## src/rtl/fp_mul_sched_pkg.sv

```systemverilog
// fp_mul_sched_pkg: binary32 constants, classification helpers and result flags.
package fp_mul_sched_pkg;
  localparam int FP_BIAS = 127;
  localparam logic [7:0] FP_EXP_MAX = 8'hFF;
  localparam logic [31:0] FP_QNAN = 32'h7FC00000;
  typedef struct packed {
    logic invalid;
    logic overflow;
    logic underflow;
  } fp_flags_t;
  function automatic logic is_nan(input logic [31:0] x);
    return (x[30:23] == FP_EXP_MAX) && (x[22:0] != 23'd0);
  endfunction
  function automatic logic is_inf(input logic [31:0] x);
    return (x[30:23] == FP_EXP_MAX) && (x[22:0] == 23'd0);
  endfunction
  function automatic logic is_zero(input logic [31:0] x);
    return x[30:0] == 31'd0;
  endfunction
endpackage

```

## src/rtl/fp_mul_sched_if.sv

```systemverilog
// fp_mul_sched_if: two operand request ports and the tagged result port.
interface fp_mul_sched_if;
  logic req0_valid, req0_ready;
  logic [31:0] req0_a, req0_b;
  logic req1_valid, req1_ready;
  logic [31:0] req1_a, req1_b;
  logic res_valid, res_ready, res_id;
  logic [31:0] res_data;
  fp_mul_sched_pkg::fp_flags_t res_flags;
  modport slave(
    input req0_valid, req0_a, req0_b, req1_valid, req1_a, req1_b, res_ready,
    output req0_ready, req1_ready, res_valid, res_data, res_id, res_flags
  );
  modport master(
    output req0_valid, req0_a, req0_b, req1_valid, req1_a, req1_b, res_ready,
    input req0_ready, req1_ready, res_valid, res_data, res_id, res_flags
  );
endinterface

```

## src/rtl/fp_mul_sched_mantisma_approx.sv

```systemverilog
// mantisma_approx: shared 24x24 significand multiplier, normalised and rounded to 23 bits.
module mantisma_approx (
  input  logic [30:0] a_i,
  input  logic [30:0] b_i,
  output logic [22:0] product_mantissa_o,
  output logic        normalised_o
);
  logic [25:0] p;
  always_comb begin
    p = 26'((48'({a_i[30:23] != 8'd0, a_i[22:0]}) * 48'({b_i[30:23] != 8'd0, b_i[22:0]})) >> 22);
    normalised_o = p[25];
    product_mantissa_o = p[25] ? p[24:2] + 23'(p[1]) : p[23:1] + 23'(p[0]);
  end
endmodule

```

## src/rtl/fp_mul_sched.sv

```systemverilog
// fp_mul_sched: round-robin two-port FP32 multiply scheduler with a two-stage backpressured pipeline.
module fp_mul_sched
  import fp_mul_sched_pkg::*;
(
  input logic clk,
  input logic reset,
  fp_mul_sched_if.slave bus
);
  logic rr_q, rr_d, s1_valid_q, s1_valid_d, s1_id_q, s1_id_d;
  logic [31:0] s1_a_q, s1_a_d, s1_b_q, s1_b_d;
  logic res_valid_q, res_valid_d, res_id_q, res_id_d;
  logic [31:0] res_data_q, res_data_d;
  fp_flags_t res_flags_q, res_flags_d;
  logic g0, g1, s1_load, s2_load, acc0, acc1, sgn, norm;
  logic [7:0] ea, eb;
  logic [22:0] mant;
  logic signed [9:0] e;
  logic [31:0] prod;
  fp_flags_t flags;

  mantisma_approx u_mant (
    .a_i(s1_a_q[30:0]),
    .b_i(s1_b_q[30:0]),
    .product_mantissa_o(mant),
    .normalised_o(norm)
  );

  assign g0 = bus.req0_valid && (!bus.req1_valid || !rr_q);
  assign g1 = bus.req1_valid && (!bus.req0_valid || rr_q);
  assign s2_load = s1_valid_q && (!res_valid_q || bus.res_ready);
  assign s1_load = !s1_valid_q || s2_load;
  assign bus.req0_ready = g0 && s1_load && !reset;
  assign bus.req1_ready = g1 && s1_load && !reset;
  assign acc0 = bus.req0_valid && bus.req0_ready;
  assign acc1 = bus.req1_valid && bus.req1_ready;

  always_comb begin
    rr_d = (acc0 || acc1) ? !rr_q : rr_q;
    s1_valid_d = s1_load ? (acc0 || acc1) : s1_valid_q;
    s1_a_d = !(acc0 || acc1) ? s1_a_q : acc1 ? bus.req1_a : bus.req0_a;
    s1_b_d = !(acc0 || acc1) ? s1_b_q : acc1 ? bus.req1_b : bus.req0_b;
    s1_id_d = (acc0 || acc1) ? acc1 : s1_id_q;
  end

  // Subnormal inputs use exponent 1 with no hidden bit; mantissa rounding carry is not folded back.
  always_comb begin
    sgn = s1_a_q[31] ^ s1_b_q[31];
    ea = (s1_a_q[30:23] == 8'd0) ? 8'd1 : s1_a_q[30:23];
    eb = (s1_b_q[30:23] == 8'd0) ? 8'd1 : s1_b_q[30:23];
    e = $signed({2'b00, ea}) + $signed({2'b00, eb}) - $signed(10'(FP_BIAS)) + $signed({9'd0, norm});
    flags = '0;
    prod = {sgn, e[7:0], mant};
    if (is_nan(s1_a_q) || is_nan(s1_b_q) || (is_inf(s1_a_q) && is_zero(s1_b_q)) ||
        (is_zero(s1_a_q) && is_inf(s1_b_q))) begin
      prod = FP_QNAN;
      flags.invalid = 1'b1;
    end else if (is_inf(s1_a_q) || is_inf(s1_b_q)) begin
      prod = {sgn, FP_EXP_MAX, 23'd0};
    end else if (is_zero(s1_a_q) || is_zero(s1_b_q)) begin
      prod = {sgn, 31'd0};
    end else if (e > 10'sd254) begin
      prod = {sgn, FP_EXP_MAX, 23'd0};
      flags.overflow = 1'b1;
    end else if (e < 10'sd1) begin
      prod = {sgn, 31'd0};
      flags.underflow = 1'b1;
    end
  end

  always_comb begin
    res_valid_d = s2_load || (res_valid_q && !bus.res_ready);
    res_data_d = s2_load ? prod : res_data_q;
    res_flags_d = s2_load ? flags : res_flags_q;
    res_id_d = s2_load ? s1_id_q : res_id_q;
  end

  always_ff @(posedge clk) begin
    if (reset) begin
      rr_q <= 1'b0;
      s1_valid_q <= 1'b0;
      s1_id_q <= 1'b0;
      s1_a_q <= '0;
      s1_b_q <= '0;
      res_valid_q <= 1'b0;
      res_data_q <= '0;
      res_flags_q <= '0;
      res_id_q <= 1'b0;
    end else begin
      rr_q <= rr_d;
      s1_valid_q <= s1_valid_d;
      s1_id_q <= s1_id_d;
      s1_a_q <= s1_a_d;
      s1_b_q <= s1_b_d;
      res_valid_q <= res_valid_d;
      res_data_q <= res_data_d;
      res_flags_q <= res_flags_d;
      res_id_q <= res_id_d;
    end
  end

  assign bus.res_valid = res_valid_q;
  assign bus.res_data = res_data_q;
  assign bus.res_flags = res_flags_q;
  assign bus.res_id = res_id_q;
endmodule

```

## src/flat_wrapper.sv

```systemverilog
// flat-port wrapper written by rule: the top's interface ports become plain ports
module fp_mul_sched_flat import fp_mul_sched_pkg::*;
  (clk, reset, bus_req0_valid, bus_req0_a, bus_req0_b, bus_req1_valid, bus_req1_a, bus_req1_b, bus_res_ready, bus_req0_ready, bus_req1_ready, bus_res_valid, bus_res_data, bus_res_id, bus_res_flags);
  fp_mul_sched_if bus_i ();
  input logic clk;
  input logic reset;
  input wire logic [$bits(bus_i.req0_valid)-1:0] bus_req0_valid;
  input wire logic [$bits(bus_i.req0_a)-1:0] bus_req0_a;
  input wire logic [$bits(bus_i.req0_b)-1:0] bus_req0_b;
  input wire logic [$bits(bus_i.req1_valid)-1:0] bus_req1_valid;
  input wire logic [$bits(bus_i.req1_a)-1:0] bus_req1_a;
  input wire logic [$bits(bus_i.req1_b)-1:0] bus_req1_b;
  input wire logic [$bits(bus_i.res_ready)-1:0] bus_res_ready;
  output wire logic [$bits(bus_i.req0_ready)-1:0] bus_req0_ready;
  output wire logic [$bits(bus_i.req1_ready)-1:0] bus_req1_ready;
  output wire logic [$bits(bus_i.res_valid)-1:0] bus_res_valid;
  output wire logic [$bits(bus_i.res_data)-1:0] bus_res_data;
  output wire logic [$bits(bus_i.res_id)-1:0] bus_res_id;
  output wire logic [$bits(bus_i.res_flags)-1:0] bus_res_flags;
  assign bus_i.req0_valid = bus_req0_valid;
  assign bus_i.req0_a = bus_req0_a;
  assign bus_i.req0_b = bus_req0_b;
  assign bus_i.req1_valid = bus_req1_valid;
  assign bus_i.req1_a = bus_req1_a;
  assign bus_i.req1_b = bus_req1_b;
  assign bus_i.res_ready = bus_res_ready;
  assign bus_req0_ready = bus_i.req0_ready;
  assign bus_req1_ready = bus_i.req1_ready;
  assign bus_res_valid = bus_i.res_valid;
  assign bus_res_data = bus_i.res_data;
  assign bus_res_id = bus_i.res_id;
  assign bus_res_flags = bus_i.res_flags;
  fp_mul_sched u_core (.clk(clk), .reset(reset), .bus(bus_i));
endmodule
```

## config.mk

```make
export PLATFORM = sky130hd
export DESIGN_NAME = fp_mul_sched_flat
export DESIGN_NICKNAME = d
export VERILOG_FILES = /design/src/rtl/fp_mul_sched_pkg.sv /design/src/rtl/fp_mul_sched_if.sv /design/src/rtl/fp_mul_sched_mantisma_approx.sv /design/src/rtl/fp_mul_sched.sv /design/src/flat_wrapper.sv
export SDC_FILE = /design/constraint.sdc
export NUM_CORES = 2
export LEC_CHECK = 0
export ABC_CLOCK_PERIOD_IN_PS = 11700
export CAP_MARGIN = 20
export CORE_MARGIN = 4
export CORE_UTILIZATION = 62
export CTS_BUF_LIST = sky130_fd_sc_hd__clkbuf_4 sky130_fd_sc_hd__clkbuf_8
export CTS_CLUSTER_SIZE = 40
export DETAILED_ROUTE_END_ITERATION = 10
export GPL_ROUTABILITY_DRIVEN = 0
export PLACE_DENSITY = 0.83
export SYNTH_ARGS = -nofsm -noshare
export SYNTH_HDL_FRONTEND = slang
export SYNTH_HIERARCHICAL = 1
export SYNTH_SLANG_ARGS = --single-unit
```

## constraint.sdc

```tcl
create_clock -name clk -period 11.7 [get_ports clk]
set_clock_uncertainty 0.2 [all_clocks]
set_input_delay 3.51 -clock clk [delete_from_list [all_inputs] [get_ports clk]]
set_output_delay 3.51 -clock clk [all_outputs]
set_load 0.02 [all_outputs]
```

After elaboration in Yosys (flattened, before gate mapping). Cells that the tools add are included.

Bits in registers: 104. Bits of input ports: 133. Output and inout bits: 39. Logic and storage cells: 83.

Add/subtract/negate cells: 5. $mul: 1. $lt $le $gt $ge: 2. Equality and inequality tests: 2. Multiplexer cells: 17. Bitwise operators: 1. Reductions and logical operators: 44.

Operators by type and width (count): 2-to-1 mux 31 bit (4); 2-to-1 mux 32 bit (3); zero test 31 bit (2); multiplier 24 x 24 -> 48 bit (1); adder 23 x 1 -> 23 bit (2); zero test 23 bit (2); nonzero test 23 bit (2); 2-to-1 mux 23 bit (1); equality test 8 bit (second input constant) (2); logical AND 1 bit (16); zero test 8 bit (2); 2-to-1 mux 8 bit (2); nonzero test 8 bit (2); logical OR 1 bit (11); adder 10 x 2 -> 10 bit (1); greater-than comparator 10 x 9 -> 1 bit (second input constant) (1); less-than comparator 10 x 2 -> 1 bit (second input constant) (1); subtractor 10 x 8 -> 10 bit (second input constant) (1); adder 8 x 8 -> 9 bit (1); zero test 1 bit (7); 2-to-1 mux 2 bit (3); 2-to-1 mux 1 bit (4); XOR 1 bit (1).

Logic depth before layout (Yosys ltp).
Depth in word-level cells: 11. Depth in mapped cells: 41.

Cells and area by module. Netlist, hierarchy kept.

By module, submodules not included: mantisma_approx (instances 1, cells an instance 2386, area an instance 20136.8 sq um, seq. area each 0.0 sq um); fp_mul_sched (instances 1, cells an instance 593, area an instance 5211.2 sq um, seq. area each 2082.0 sq um).

Worst setup path after synthesis. Ideal clock, no wire load.

Kind: register -> register. From: register u_core.s1_a_q[30]. To: register u_core.res_data_q[10], in the netlist u_core/bus.res_data[10]. Setup time: 122 ps. Arrival: 9542 ps. Data required time: 11378 ps. Setup slack: 1836 ps. Stages on the path, launching flop included: 41. Path buffers: 5. Cells stage by stage: dfxtp_1 > nor4_1 > nand2_1 > clkbuf_1 > and2_1 > fa_1 > fa_1 > fa_1 > inv_1 > fa_1 > inv_1 > fa_1 > inv_1 > fa_1 > inv_1 > fa_1 > ha_1 > buf_2 > [... 5 more ...] > o21ai_0 > a211oi_1 > inv_1 > clkbuf_1 > buf_1 > inv_1 > ha_1 > inv_1 > ha_1 > inv_1 > fa_1 > nor2b_1 > o31a_1 > xor2_1 > or3_1 > nor4_4 > buf_4 > o31ai_1.

RTL lines: start: declaration (line fp_mul_sched.sv:10) `logic [31:0] s1_a_q, s1_a_d, s1_b_q, s1_b_d;`; start signal: assignment (line fp_mul_sched.sv:82) `s1_a_q <= '0;`; start signal: assignment (line fp_mul_sched.sv:92) `s1_a_q <= s1_a_d;`; nonzero test 8 bit * (line fp_mul_sched_mantisma_approx.sv:10) `p = 26'((48'({a_i[30:23] != 8'd0, a_i[22:0]}) * 48'({b_i[30:23] != 8'd0, b_i[22:0]})) >> 22);`; multiplier 24 x 24 -> 48 bit * (line fp_mul_sched_mantisma_approx.sv:10); via u_core.norm (line fp_mul_sched.sv:14) `logic g0, g1, s1_load, s2_load, acc0, acc1, sgn, norm;`; adder 10 x 2 -> 10 bit (line fp_mul_sched.sv:50) `e = $signed({2'b00, ea}) + $signed({2'b00, eb}) - $signed(10'(FP_BIAS)) + $signed({9'd0, norm});`; less-than comparator 10 x 2 -> 1 bit (line fp_mul_sched.sv:64) `end else if (e < 10'sd1) begin`; 2-to-1 mux 31 bit (line fp_mul_sched.sv:64); 2-to-1 mux 31 bit * (line fp_mul_sched.sv:61) `end else if (e > 10'sd254) begin`; 2-to-1 mux 31 bit * (line fp_mul_sched.sv:59) `end else if (is_zero(s1_a_q) || is_zero(s1_b_q)) begin`; 2-to-1 mux 31 bit * (line fp_mul_sched.sv:57) `end else if (is_inf(s1_a_q) || is_inf(s1_b_q)) begin`; 2-to-1 mux 32 bit * (line fp_mul_sched.sv:53) `if (is_nan(s1_a_q) || is_nan(s1_b_q) || (is_inf(s1_a_q) && is_zero(s1_b_q)) ||`; end signal: assignment (line fp_mul_sched.sv:95) `res_data_q <= res_data_d;`; end: declaration (line fp_mul_sched.sv:12) `logic [31:0] res_data_q, res_data_d;`.

Mark *: on every way through the listed nets, which the timed path passes. The rest lies on a longest branch. A chain may end at the register's enable or synchronous reset.

Worst setup path in the final report.
From: register u_core.s1_b_q[29]. To: register u_core.res_data_q[19], in the netlist u_core/bus.res_data[19].

RTL lines: start: declaration (line fp_mul_sched.sv:10); start signal: assignment (line fp_mul_sched.sv:83) `s1_b_q <= '0;`; start signal: assignment (line fp_mul_sched.sv:93) `s1_b_q <= s1_b_d;`; nonzero test 8 bit * (line fp_mul_sched_mantisma_approx.sv:10); multiplier 24 x 24 -> 48 bit * (line fp_mul_sched_mantisma_approx.sv:10); via u_core.norm (line fp_mul_sched.sv:14); adder 10 x 2 -> 10 bit (line fp_mul_sched.sv:50); less-than comparator 10 x 2 -> 1 bit (line fp_mul_sched.sv:64); 2-to-1 mux 31 bit (line fp_mul_sched.sv:64); 2-to-1 mux 31 bit * (line fp_mul_sched.sv:61); 2-to-1 mux 31 bit * (line fp_mul_sched.sv:59); 2-to-1 mux 31 bit * (line fp_mul_sched.sv:57); 2-to-1 mux 32 bit * (line fp_mul_sched.sv:53).

Marks and branches as above.

==> results.yml <==
pwr:
  finalPower_mw: 3.21
  p_leak_nw: 12.5
  ir_drop_uv: 117
  power_density_nw_per_um2: 116
clocking:
  cts_hold_buf: 0
  cts_setup_buffers: 0
  cts_tree: "yes"
  cts_resized: 0
  clk_pin_slew_ns: 0.13
  cts_buffer_depth: 2
  cts.sinks: 104
  numCtsBuffers: 9
  ctsHtreeMaxLevel: 3
  clkLatencyLatePin_ns: 0.41
  cts-root-buf: "clkbuf_8"
final_layout:
  multiInputGateArea_sq_um: 20500
  drive_gt1_frac: 0.0433
  diodes: 0
  nNetsFinal: 3848
  fill_cells: 3086
  seq_area_sq_um: 2080
  syn2layout_area_growth_pct: 9.25
floorplan:
  die_w_microns: 210
  core_sq_um: 40100
  initial_utilization: 0.632
  rows: 73
  dieArea_sq_um: 44200
  die_y_microns: 210
  ios: 172
synthesis:
  async_flop_share: 0
  yosysTopAreaCell: "fa_1"
  synth_fp_nets: 3784
  ys_top_cells_by_area: "fa_1, ha_1, dfxtp_1"
  synth_area_per_cell_sq_um: 8.51
  yosys.cell_types.count: 96
  synth_area_sq_um: 25300
  synth_edf_count: 0
  syn_inst: 2979
  yosys.cell_count.top_type: "inv_1"
  yosys.area.top_type_share: 0.381
  ys_warn_count: 6
  netlist_top_cells_count: "inv_1, nand2_1, fa_1"
  ys_seq_area_frac: 0.0821
  ys.flop_type: "dfxtp_1"
  synth_seq_cells: 104
critical_path:
  endpoint_kind: "flip-flop"
  reg2regPathDepth: 33
  cp_num_cells: 33
  crit_required_ns: 11.76
  cp_top_family: "adder cells"
  critPathArrivalTime_ns: 11.40
  critPathMaxFanout: 24
  cpPeakStageDelay_ns: 0.72
  worstReg2RegEnd: "u_core/bus.res_data[19]$_SDFFE_PP0P_"
  cpMostUsedCell: "fa_1"
  regToRegSetupSlack_ns: 0.36
  rr_startpoint: "u_core/s1_b_q[29]$_SDFFE_PP0P_"
  critPathBufInv: 6
  critPathKind: "reg2reg"
  startpoint_type: "flip-flop"
  crit_slowest_cell: "nand2_1"
drt:
  drt_wl_total_microns: 75300
  drt-initial-drc-count: 2250
  firstDrtPassIters: 9
  wire_per_inst_microns: 21.1
  vias: 21900
  drc: 0
  viasPerCell: 6.12
  antenna_left: 0
grt:
  use_met3: 0.0841
  gr-usage-met1: 0.430
  first_global_vias: 23300
  grt_busiest_layer: "met2"
  grt_start_max_net_pins: 108
  gr-usage-all-layers: 0.340
  grt_pass1_wl_microns: 120000
  gr-total-overflow: 0
  grt_util_met2: 0.554
  antenna_found_initial: 3
sta:
  slew_headroom: 0.187
  grt_setup_unrepaired: "false"
  finalHoldViolCount: 0
  period_needed_ns: 11.34
  fin_setup_tns_ns: 0
  drv_slew: 0
  min_period_over_period: 0.969
  setup_violations: 0
  fmax_mhz: 88.2
  tightestPinTransition_ns: 1.22
placed_design:
  dpl.hpwl_microns: 60100
  port-buffer-count: 171
run_status:
  status: "completed"
min_path:
  whs_endpoint: "u_core/bus.res_data[2]$_SDFFE_PP0P_"
  worstHoldStart: "u_core/bus.res_data[2]$_SDFFE_PP0P_"
  hold_path_class: "reg2reg"
  worst_hold_path.num_cells: 2
run:
  maxCapViolCount: 0
## layer usage
metal	vias to the layer above	share of wire
met2	1333	0.47
met5	-	0.00041
met4	4	0.054
met3	316	0.11
met1	10700	0.37
li1	9489	-
## worst register-to-register path: cells and delay by family (launching register included)
| family | cells | cell delay [ns] |
|---|---|---|
| flip-flops | 1 | 0.38 |
| AND/OR/NAND/NOR | 5 | 2.00 |
| buffers and inverters | 6 | 0.44 |
| AO/OA/AOI/OAI | 11 | 3.65 |
| adder cells (fa/ha/maj) | 11 | 4.54 |
## cell type report
| cell class | count | area share |
|---|---|---|
| multi-input combinational | 2154 | 0.740 |
| clock buffer | 9 | 0.00447 |
| timing repair buffer | 238 | 0.0806 |
| inverter | 536 | 0.0727 |
| clock inverter | 7 | 0.00334 |
| tap | 525 | 0.0237 |
| sequential | 104 | 0.0753 |
## how the worst max path moves through the flow
| stage | startpoint | endpoint | slack, ns |
|---|---|---|---|
| finish | u_core/s1_b_q[29]$_SDFFE_PP0P_ | u_core/bus.res_data[19]$_SDFFE_PP0P_ | 0.36 |
| global route | u_core/s1_b_q[29]$_SDFFE_PP0P_ | u_core/bus.res_data[21]$_SDFFE_PP0P_ | 0.17 |
| CTS | u_core/s1_b_q[29]$_SDFFE_PP0P_ | u_core/bus.res_data[19]$_SDFFE_PP0P_ | 0.79 |
| detailed placement | u_core/s1_b_q[29]$_SDFFE_PP0P_ | u_core/bus.res_data[19]$_SDFFE_PP0P_ | 0.82 |
| global placement | u_core/s1_b_q[30]$_SDFFE_PP0P_ | u_core/bus.res_data[11]$_SDFFE_PP0P_ | 1.17 |
| floorplan | u_core/s1_a_q[30]$_SDFFE_PP0P_ | u_core/bus.res_data[10]$_SDFFE_PP0P_ | 1.84 |
## per-stage QoR
stage	util	worst slack, ns	hold WS (ns)	cell area (sq um)	std cells
6_report	0.691	0.362	0.260	27700	3573
5_1_grt	0.691	0.167	0.287	27700	3573
4_1_cts	0.690	0.789	0.263	27700	3571
3_5_place_dp	0.684	0.823	0.241	27400	3555
3_3_place_gp	0.684	1.17	0.243	27400	3555
2_1_floorplan	-	1.84	0.249	25300	2979
## where the power goes
part           internal, mW  total [mW]  leakage (nW)  switching (mW)
Sequential            0.381       0.489         0.854           0.108
Clock                 0.106       0.256         0.110           0.150
Combinational         0.900        2.47          11.5            1.57
## logic make-up (layout without fill, tap and decap cells)
group,count (synthesis),in the layout,share of synthesized area
AOI/OAI and AO/OA,349,349,0.0949
DFF,104,104,0.0821
and+or+nand+nor,1020,1020,0.195
xor gates and xnor gates,41,41,0.0142
adders and majority gates,672,672,0.474
muxes,72,72,0.0285
buffers and inverters,721,790,0.111
## registers in the layout, indices dropped and copies added, names as in the netlist
register,flops
u_core/s1_valid_q,1
u_core/s1_id_q,1
u_core/s1_b_q,32
u_core/bus.res_data,32
u_core/rr_q,1
u_core/s1_a_q,32
u_core/bus.res_id,1
u_core/bus.res_valid,1
u_core/bus.res_flags,3
## cell usage in the layout (no fill, tap or decap), drive strengths merged, types with 24 or more instances in the layout
| cell type | netlist | layout |
|---|---|---|
| inv | 536 | 541 |
| nand2 | 492 | 492 |
| fa | 482 | 482 |
| and2 | 220 | 220 |
| ha | 190 | 190 |
| clkdlybuf4s50 | 0 | 170 |
| nor2 | 119 | 119 |
| dfxtp | 104 | 104 |
| a21oi | 83 | 83 |
| a211oi | 79 | 79 |
| mux2i | 71 | 71 |
| buf | 28 | 68 |
| o21ai | 60 | 60 |
| nand4 | 35 | 35 |
| nand3 | 34 | 34 |
| nor4 | 29 | 29 |
| nor3 | 25 | 25 |
| o31ai | 25 | 25 |
| xnor2 | 24 | 24 |
Power figures use the tool's default switching activity.
